[config.mk]
export PLATFORM = sky130hd
export DESIGN_NAME = uart_xmt
export DESIGN_NICKNAME = d
export VERILOG_FILES = /design/src/rtl/uart_pkg.sv /design/src/rtl/uart_xmt_datapath.sv /design/src/rtl/uart_xmt.sv
export SDC_FILE = /design/constraint.sdc
export NUM_CORES = 1
export LEC_CHECK = 0
export CORE_ASPECT_RATIO = 1.2
export CORE_MARGIN = 2
export CORE_UTILIZATION = 45
export CTS_CLUSTER_DIAMETER = 100
export DETAILED_ROUTE_END_ITERATION = 16
export PLACE_DENSITY = 0.68
export SLEW_MARGIN = 5
export SYNTH_ARGS = -nofsm -noshare
export SYNTH_HDL_FRONTEND = slang
export SYNTH_SLANG_ARGS = --single-unit
export TNS_END_PERCENT = 1
[constraint.sdc]
create_clock -name sclk -period 1.8 [get_ports sclk]
set_input_delay 0.36 -clock sclk [delete_from_list [all_inputs] [get_ports sclk]]
set_output_delay 0.36 -clock sclk [all_outputs]
set_load 0.01 [all_outputs]
[src/rtl/uart_pkg.sv]
// Shared UART types and line levels for the transmit/receive pair.
package uart_pkg;

   typedef enum logic [2:0] {
      IDLE   = 3'd0,
      START  = 3'd1,
      DATA   = 3'd2,
      PARITY = 3'd3,
      STOP   = 3'd4
   } xmt_state_t;

   localparam logic LINE_IDLE = 1'b1;
   localparam logic START_BIT = 1'b0;
   localparam logic STOP_BIT  = 1'b1;

   localparam int DEF_BIT_CYCLES = 8;

endpackage

[src/rtl/uart_xmt_datapath.sv]
// Transmit datapath: shift register, sample/bit counters and the stored parity bit.
// Driven entirely by strobes from the uart_xmt controller.
module xmt_datapath
   import uart_pkg::*;
#(
   parameter int WORDSIZE   = 8,
   parameter int BIT_CYCLES = DEF_BIT_CYCLES
`ifdef UART_XMT_PARITY_EN
   , parameter bit PARITY_ODD = 1'b0
`endif
) (
   input  logic                              sclk,
   input  logic                              reset,
   input  logic [WORDSIZE-1:0]               data_in,
   input  logic                              load,
   input  logic                              clr,
   input  logic                              shift,
   input  logic                              inc_sample,
   input  logic                              inc_bit,
   output logic                              cur_bit,
   output logic                              nxt_bit,
   output logic [$clog2(BIT_CYCLES)-1:0]     sample_cnt,
   output logic [$clog2(WORDSIZE+1)-1:0]     bit_cnt
`ifdef UART_XMT_PARITY_EN
   , output logic                            parity
`endif
);

   localparam int SCW = $clog2(BIT_CYCLES);
   localparam int BCW = $clog2(WORDSIZE+1);
   localparam logic [SCW-1:0] SC_LAST = SCW'(BIT_CYCLES-1);

   logic [WORDSIZE-1:0] shreg;

   assign cur_bit = shreg[0];
   assign nxt_bit = shreg[1];

   always_ff @(posedge sclk) begin
      if (!reset) begin
         shreg      <= '0;
         sample_cnt <= '0;
         bit_cnt    <= '0;
      end else begin
         if (load)
            shreg <= data_in;
         else if (shift)
            shreg <= {1'b0, shreg[WORDSIZE-1:1]};

         if (clr)
            sample_cnt <= '0;
         else if (inc_sample)
            sample_cnt <= (sample_cnt == SC_LAST) ? '0 : sample_cnt + SCW'(1);

         if (clr)
            bit_cnt <= '0;
         else if (inc_bit)
            bit_cnt <= bit_cnt + BCW'(1);
      end
   end

`ifdef UART_XMT_PARITY_EN
   always_ff @(posedge sclk) begin
      if (!reset)
         parity <= 1'b0;
      else if (load)
         parity <= (^data_in) ^ PARITY_ODD;
   end
`endif

endmodule

[src/rtl/uart_xmt.sv]
// UART transmitter: start bit, WORDSIZE data bits LSB first, stop bit, BIT_CYCLES clocks each.
// Define UART_XMT_PARITY_EN to insert a parity bit (PARITY_ODD selects odd) before the stop bit.
module uart_xmt
   import uart_pkg::*;
#(
   parameter int WORDSIZE   = 8,
   parameter int BIT_CYCLES = DEF_BIT_CYCLES
`ifdef UART_XMT_PARITY_EN
   , parameter bit PARITY_ODD = 1'b0
`endif
) (
   input  logic                sclk,
   input  logic                reset,
   input  logic [WORDSIZE-1:0] data_in,
   input  logic                tx_valid,
   output logic                tx_ready,
   output logic                serial_out,
   output logic                tx_busy,
   output logic                tx_done
);

   localparam int SCW = $clog2(BIT_CYCLES);
   localparam int BCW = $clog2(WORDSIZE+1);
   localparam logic [SCW-1:0] SC_LAST = SCW'(BIT_CYCLES-1);
   localparam logic [SCW-1:0] SC_PRE  = SCW'(BIT_CYCLES-2);
   localparam logic [BCW-1:0] BC_LAST = BCW'(WORDSIZE-1);

   xmt_state_t     state, state_nxt;
   logic [SCW-1:0] sample_cnt;
   logic [BCW-1:0] bit_cnt;
   logic           cur_bit, nxt_bit;
   logic           load, clr, shift, inc_sample, inc_bit;
   logic           accept, sample_last, line_nxt;
`ifdef UART_XMT_PARITY_EN
   logic           parity;
`endif

   xmt_datapath #(
      .WORDSIZE   (WORDSIZE),
      .BIT_CYCLES (BIT_CYCLES)
`ifdef UART_XMT_PARITY_EN
      , .PARITY_ODD (PARITY_ODD)
`endif
   ) u_dp (
      .sclk       (sclk),
      .reset      (reset),
      .data_in    (data_in),
      .load       (load),
      .clr        (clr),
      .shift      (shift),
      .inc_sample (inc_sample),
      .inc_bit    (inc_bit),
      .cur_bit    (cur_bit),
      .nxt_bit    (nxt_bit),
      .sample_cnt (sample_cnt),
      .bit_cnt    (bit_cnt)
`ifdef UART_XMT_PARITY_EN
      , .parity   (parity)
`endif
   );

   assign sample_last = (sample_cnt == SC_LAST);
   assign tx_ready    = (state == IDLE) || (state == STOP && sample_last);
   assign tx_busy     = (state != IDLE);
   assign accept      = tx_valid && tx_ready;

   // line_nxt is the level the line takes after this edge, so serial_out tracks state exactly
   always_comb begin
      state_nxt  = state;
      line_nxt   = LINE_IDLE;
      load       = 1'b0;
      clr        = 1'b0;
      shift      = 1'b0;
      inc_sample = 1'b0;
      inc_bit    = 1'b0;
      case (state)
         IDLE: begin
            if (accept) begin
               load      = 1'b1;
               clr       = 1'b1;
               state_nxt = START;
               line_nxt  = START_BIT;
            end
         end
         START: begin
            inc_sample = 1'b1;
            line_nxt   = START_BIT;
            if (sample_last) begin
               state_nxt = DATA;
               line_nxt  = cur_bit;
            end
         end
         DATA: begin
            inc_sample = 1'b1;
            line_nxt   = cur_bit;
            if (sample_last) begin
               shift   = 1'b1;
               inc_bit = 1'b1;
               if (bit_cnt == BC_LAST) begin
`ifdef UART_XMT_PARITY_EN
                  state_nxt = PARITY;
                  line_nxt  = parity;
`else
                  state_nxt = STOP;
                  line_nxt  = STOP_BIT;
`endif
               end else begin
                  line_nxt = nxt_bit;
               end
            end
         end
`ifdef UART_XMT_PARITY_EN
         PARITY: begin
            inc_sample = 1'b1;
            line_nxt   = parity;
            if (sample_last) begin
               state_nxt = STOP;
               line_nxt  = STOP_BIT;
            end
         end
`endif
         STOP: begin
            inc_sample = 1'b1;
            line_nxt   = STOP_BIT;
            if (sample_last) begin
               if (accept) begin
                  load      = 1'b1;
                  clr       = 1'b1;
                  state_nxt = START;
                  line_nxt  = START_BIT;
               end else begin
                  state_nxt = IDLE;
               end
            end
         end
         default: begin
            state_nxt = IDLE;
            line_nxt  = LINE_IDLE;
         end
      endcase
   end

   always_ff @(posedge sclk) begin
      if (!reset) begin
         state      <= IDLE;
         serial_out <= LINE_IDLE;
         tx_done    <= 1'b0;
      end else begin
         state      <= state_nxt;
         serial_out <= line_nxt;
         tx_done    <= (state == STOP) && (sample_cnt == SC_PRE);
      end
   end

endmodule
Word-level counts from Yosys, hierarchy flattened --
Index checks and enable logic that the tools add are counted.
Storage, ports and cells: register bits 20, bits of input ports 11, output and inout bits 4, logic and storage cells 52
Operators by class: $add $sub $neg 2, equality and inequality tests 11, mux-type cells 22, bitwise logic cells 1, reductions and logical operators 10
Operators with widths (number):
- $mux 3 | 6
- $mux 8 | 2
- $pmux 3 s4 | 1
- $mux 1 | 11
- $ne 2x2->1 const B | 5
- $eq 3x3->1 const B | 3
- $reduce_and 5->1 | 1
- $add 4x1->4 const B | 1
- $eq 4x3->1 const B | 1
- $pmux 1 s4 | 1
- $add 3x1->3 const B | 1
- $eq 3x1->1 const B | 1
- $eq 3x2->1 const B | 1
- $logic_and 1x1->1 | 3
- $logic_not 3->1 | 1
- $reduce_bool 3->1 | 1
- $reduce_or 3->1 | 1
- $pmux 1 s2 | 1
- $reduce_bool 2->1 | 1
- $reduce_or 2->1 | 1
- $logic_or 1x1->1 | 1
- $not 1->1 | 1

Depth between registers and ports, before layout --
word-level depth 8, mapped depth 7

Cells and area by module --
A second synthesis with hierarchy kept.
Unflattened totals: cells, all modules 106, area, all modules 1091.0 um2
By module, submodules not included:
- xmt_datapath | instances 1, cells an instance 65, area an instance 740.7 um2
- uart_xmt | instances 1, cells an instance 41, area an instance 350.3 um2

Worst setup path after synthesis --
OpenSTA, ideal clock, no wires.
path kind register to output, start register u_dp.sample_cnt[0], end output port tx_ready, arrival time 1358 ps, required time 1440 ps, slack 82 ps, cell stages (with the launch flop) 7, path through dfxtp_1 ha_1 ha_1 buf_2 nor2b_1 buf_2 nor2_1
On the way: word-level cells in the longest chain between the ends 3
RTL lines:
- start: declaration | RTL line uart_xmt_datapath.sv:22 | output logic [$clog2(BIT_CYCLES)-1:0] sample_cnt,
- start signal: assignment | RTL line uart_xmt_datapath.sv:52 | sample_cnt <= (sample_cnt == SC_LAST) ? '0 : sample_cnt + SCW'(1);
- $eq 3x3->1 | RTL line uart_xmt.sv:62 | assign sample_last = (sample_cnt == SC_LAST);
- $logic_and 1x1->1 | RTL line uart_xmt.sv:63 | assign tx_ready = (state == IDLE) || (state == STOP && sample_last);
- $logic_or 1x1->1 | RTL line uart_xmt.sv:63
- end: declaration | RTL line uart_xmt.sv:16 | output logic tx_ready,
No other way between the ends.

Worst setup path after layout --
Ends and elaborated chain as after synthesis.

==> results.json <==
{
  "cp-startpoint": "u_dp.sample_cnt[0]",
  "yosysTopAreaCell": "dfxtp_1",
  "grt_util_met2_pct": 38.0,
  "min_period_over_period_pct": 95.8,
  "cp-start-kind": "flip-flop",
  "h-tree-depth": 1,
  "crit_end": "tx_ready",
  "rr_worst_depth": 6,
  "cts_sinks": 20,
  "viasPerCell": 5.72,
  "wl_per_cell_um": 14.0,
  "critPathRequiredTime_ns": 1.44,
  "dr.pass1.iters": 4,
  "synthDominantCellAreaShare_pct": 37.1,
  "clkTransAtPathRegs_ns": 0.12,
  "yosysWarnings": 0,
  "core_area_sq_mm": 0.00228,
  "synth_most_common_cell": "dfxtp_1",
  "worst_slack_ns": 0.0753,
  "end_kind": "output port",
  "place_ws_ns": 0.0329,
  "min_from": "u_dp.shreg[2]",
  "io_pins": 15,
  "synthCells": 126,
  "worst-path-stages": 5,
  "overflow": 0,
  "grt_pass1_wl_um": 4500,
  "drive_above_1_share_pct": 19.7,
  "crit_chain": "ha_1, ha_2, nor2b_2, nor2_1, buf_2",
  "use_met3_pct": 2.32,
  "cp_data_arrival_time_ns": 1.36,
  "diodes": 0,
  "crit_fanout": 2,
  "io_buffers": 14,
  "reg2reg_slack_ns": 0.15,
  "place_congestion": 0.759,
  "report.final.slew_viol_count": 0,
  "dp_cells": 172,
  "relSlewSlack_pct": 69.1,
  "nNetsFinal": 163,
  "timing.final.hold_violations": 0,
  "max_cap_viol_count": 0,
  "numCtsBuffers": 3,
  "total_leakage_power_nw": 0.524,
  "drt_iter0_drc": 21,
  "die_height_um": 57.6,
  "fp-row-count": 19,
  "root_buffer": "clkbuf_4",
  "cts_tree": "built",
  "antenna_found_initial": 0,
  "clockBufferDepth": 2,
  "r2r-end": "u_dp.bit_cnt[3]",
  "worstPathBufferInverterCount": 1,
  "yosysUniqueCellTypes": 41,
  "clkLatencyLatePin_ns": 0.31,
  "met1_usage_pct": 23.8,
  "rsz0062_at_grt": "yes",
  "vias": 1018,
  "fin_total_pwr_uw": 970,
  "grt_max_degree": 15,
  "clock.fmax_ghz": 0.580,
  "p_per_area_mw_per_mm2": 706,
  "synthFlopType": "dfxtp_1",
  "area_growth_pct": 27.4,
  "initial_core_util_pct": 47.3,
  "period_minus_slack_ns": 1.72,
  "clock_skew_ns": 0.00663,
  "ant_nets": 0,
  "synthTopCellsByArea": "dfxtp_1 37%, nand2_1 5.9%, o41ai_1 5.7%",
  "peakVddDrop_mv": 0.448,
  "grt_use_total_pct": 20.6,
  "dp.final_hpwl_um": 1810,
  "worst_pin_slew_ns": 0.451,
  "grt.busiest_layer": "met2",
  "die_x_um": 48.7,
  "synth.ff_latch_count": 20,
  "die_area_sq_mm": 0.00281,
  "path_class": "flip-flop to output port",
  "netlist_area_sq_mm": 0.00108,
  "cp_slowest_cell": "dfxtp_2",
  "setup_viol": 0,
  "async_reset_ff_share_pct": 0,
  "drc": 0,
  "wl_um": 2500,
  "reg2reg_from": "u_dp.sample_cnt[1]",
  "synth_common_cells": "20 x dfxtp_1, 17 x nand2_1, 8 x a31oi_1, 7 x o41ai_1, 6 x a21oi_1",
  "synth_edf_count": 0,
  "outcome": "finished, final reports clean",
  "synth_nets": 141,
  "grt_pass1_vias": 1034,
  "cpPeakStageDelay_ns": 0.34,
  "min_path_type": "flip-flop to flip-flop",
  "avgSynthCellArea_sq_um": 8.56,
  "crit_family": "adder cells",
  "stdcell_count": 178,
  "ys_seq_area_share_pct": 37.1
}
[layer usage]
layer / vias to the layer above / wire length [um]
met5: - / 0
met4: 0 / 39
met3: 4 / 61
met2: 19 / 1280
met1: 483 / 1120
li1: 512 / -
[timing repair]
item,in CTS,in global routing
pin swaps,1,0
setup buffers,2,0
hold buffers,0,0
setup endpoints to repair,2,8
resized for setup,12,3
hold endpoints to repair,0,0
[final cells by class]
type,count,area (sq um)
multi-input combinational,91,624
inverter,6,22.5
timing repair buffer,26,228
sequential,20,408
tap,31,38.8
clock buffer,3,22.5
clock inverter,1,30.0
fill,222,908
[cell families after synthesis]
group           share of synthesized area (%)
simple gates                             23.8
compound gates                           26.3
flops                                    37.1
buf+inv                                  6.50
fa+ha+maj                                4.64
xor+xnor                                 1.62
[sequential cells by signal (all words and copies together), names as in the netlist]
name             flops
u_dp.shreg           8
u_dp.bit_cnt         4
state                3
u_dp.sample_cnt      3
serial_out           1
tx_done              1
[tightest hold or removal path, delay by kind of cell, from the launching register on]
| kind | cells | cell delay, ns |
|---|---|---|
| AOI/OAI and AO/OA | 1 | 0.07 |
| DFF | 1 | 0.33 |
| and+or+nand+nor | 1 | 0.05 |
[power breakdown]
group / switching [mW] / total [mW] / internal (mW)
Combinational: 0.0572 / 0.120 / 0.0632
Sequential: 0.0123 / 0.473 / 0.461
Clock: 0.151 / 0.376 / 0.225
[placed cells by master, fill, tap and decap left out, drive strengths merged, types with 2 or more instances in the layout]
cell type      instances
buf                   13
nand2                 17
clkdlybuf4s50         12
or3                    2
clkbuf                 3
o211ai                 2
nor3                   3
dfxtp                 20
ha                     4
nor2                   5
o21ai                  5
a31oi                  8
nor2b                  2
nand3                  2
inv                    6
o41ai                  7
a21oi                  7
nand4                  3
o31ai                  4
and3b                  3
[worst min-delay path by stage]
stage	endpoint	slack, ns	depth (start not counted)
finish	u_dp.shreg[1]	0.48	2
global route	u_dp.shreg[1]	0.50	2
CTS	u_dp.shreg[1]	0.49	2
detailed placement	u_dp.shreg[4]	0.46	2
global placement	u_dp.shreg[1]	0.45	2
floorplan	tx_done	0.44	2
[through the flow]
step	util [%]	hold WS [ns]	instance area [sq um]	TNS (ns)
6_report	60.2	0.481	1370	0
5_1_grt	60.2	0.496	1370	-0.00207
2_1_floorplan	-	0.442	1080	0
3_3_place_gp	56.3	0.455	1280	0
3_5_place_dp	56.3	0.465	1280	0
4_1_cts	60.0	0.485	1370	0
Power figures use the tool's default switching activity.
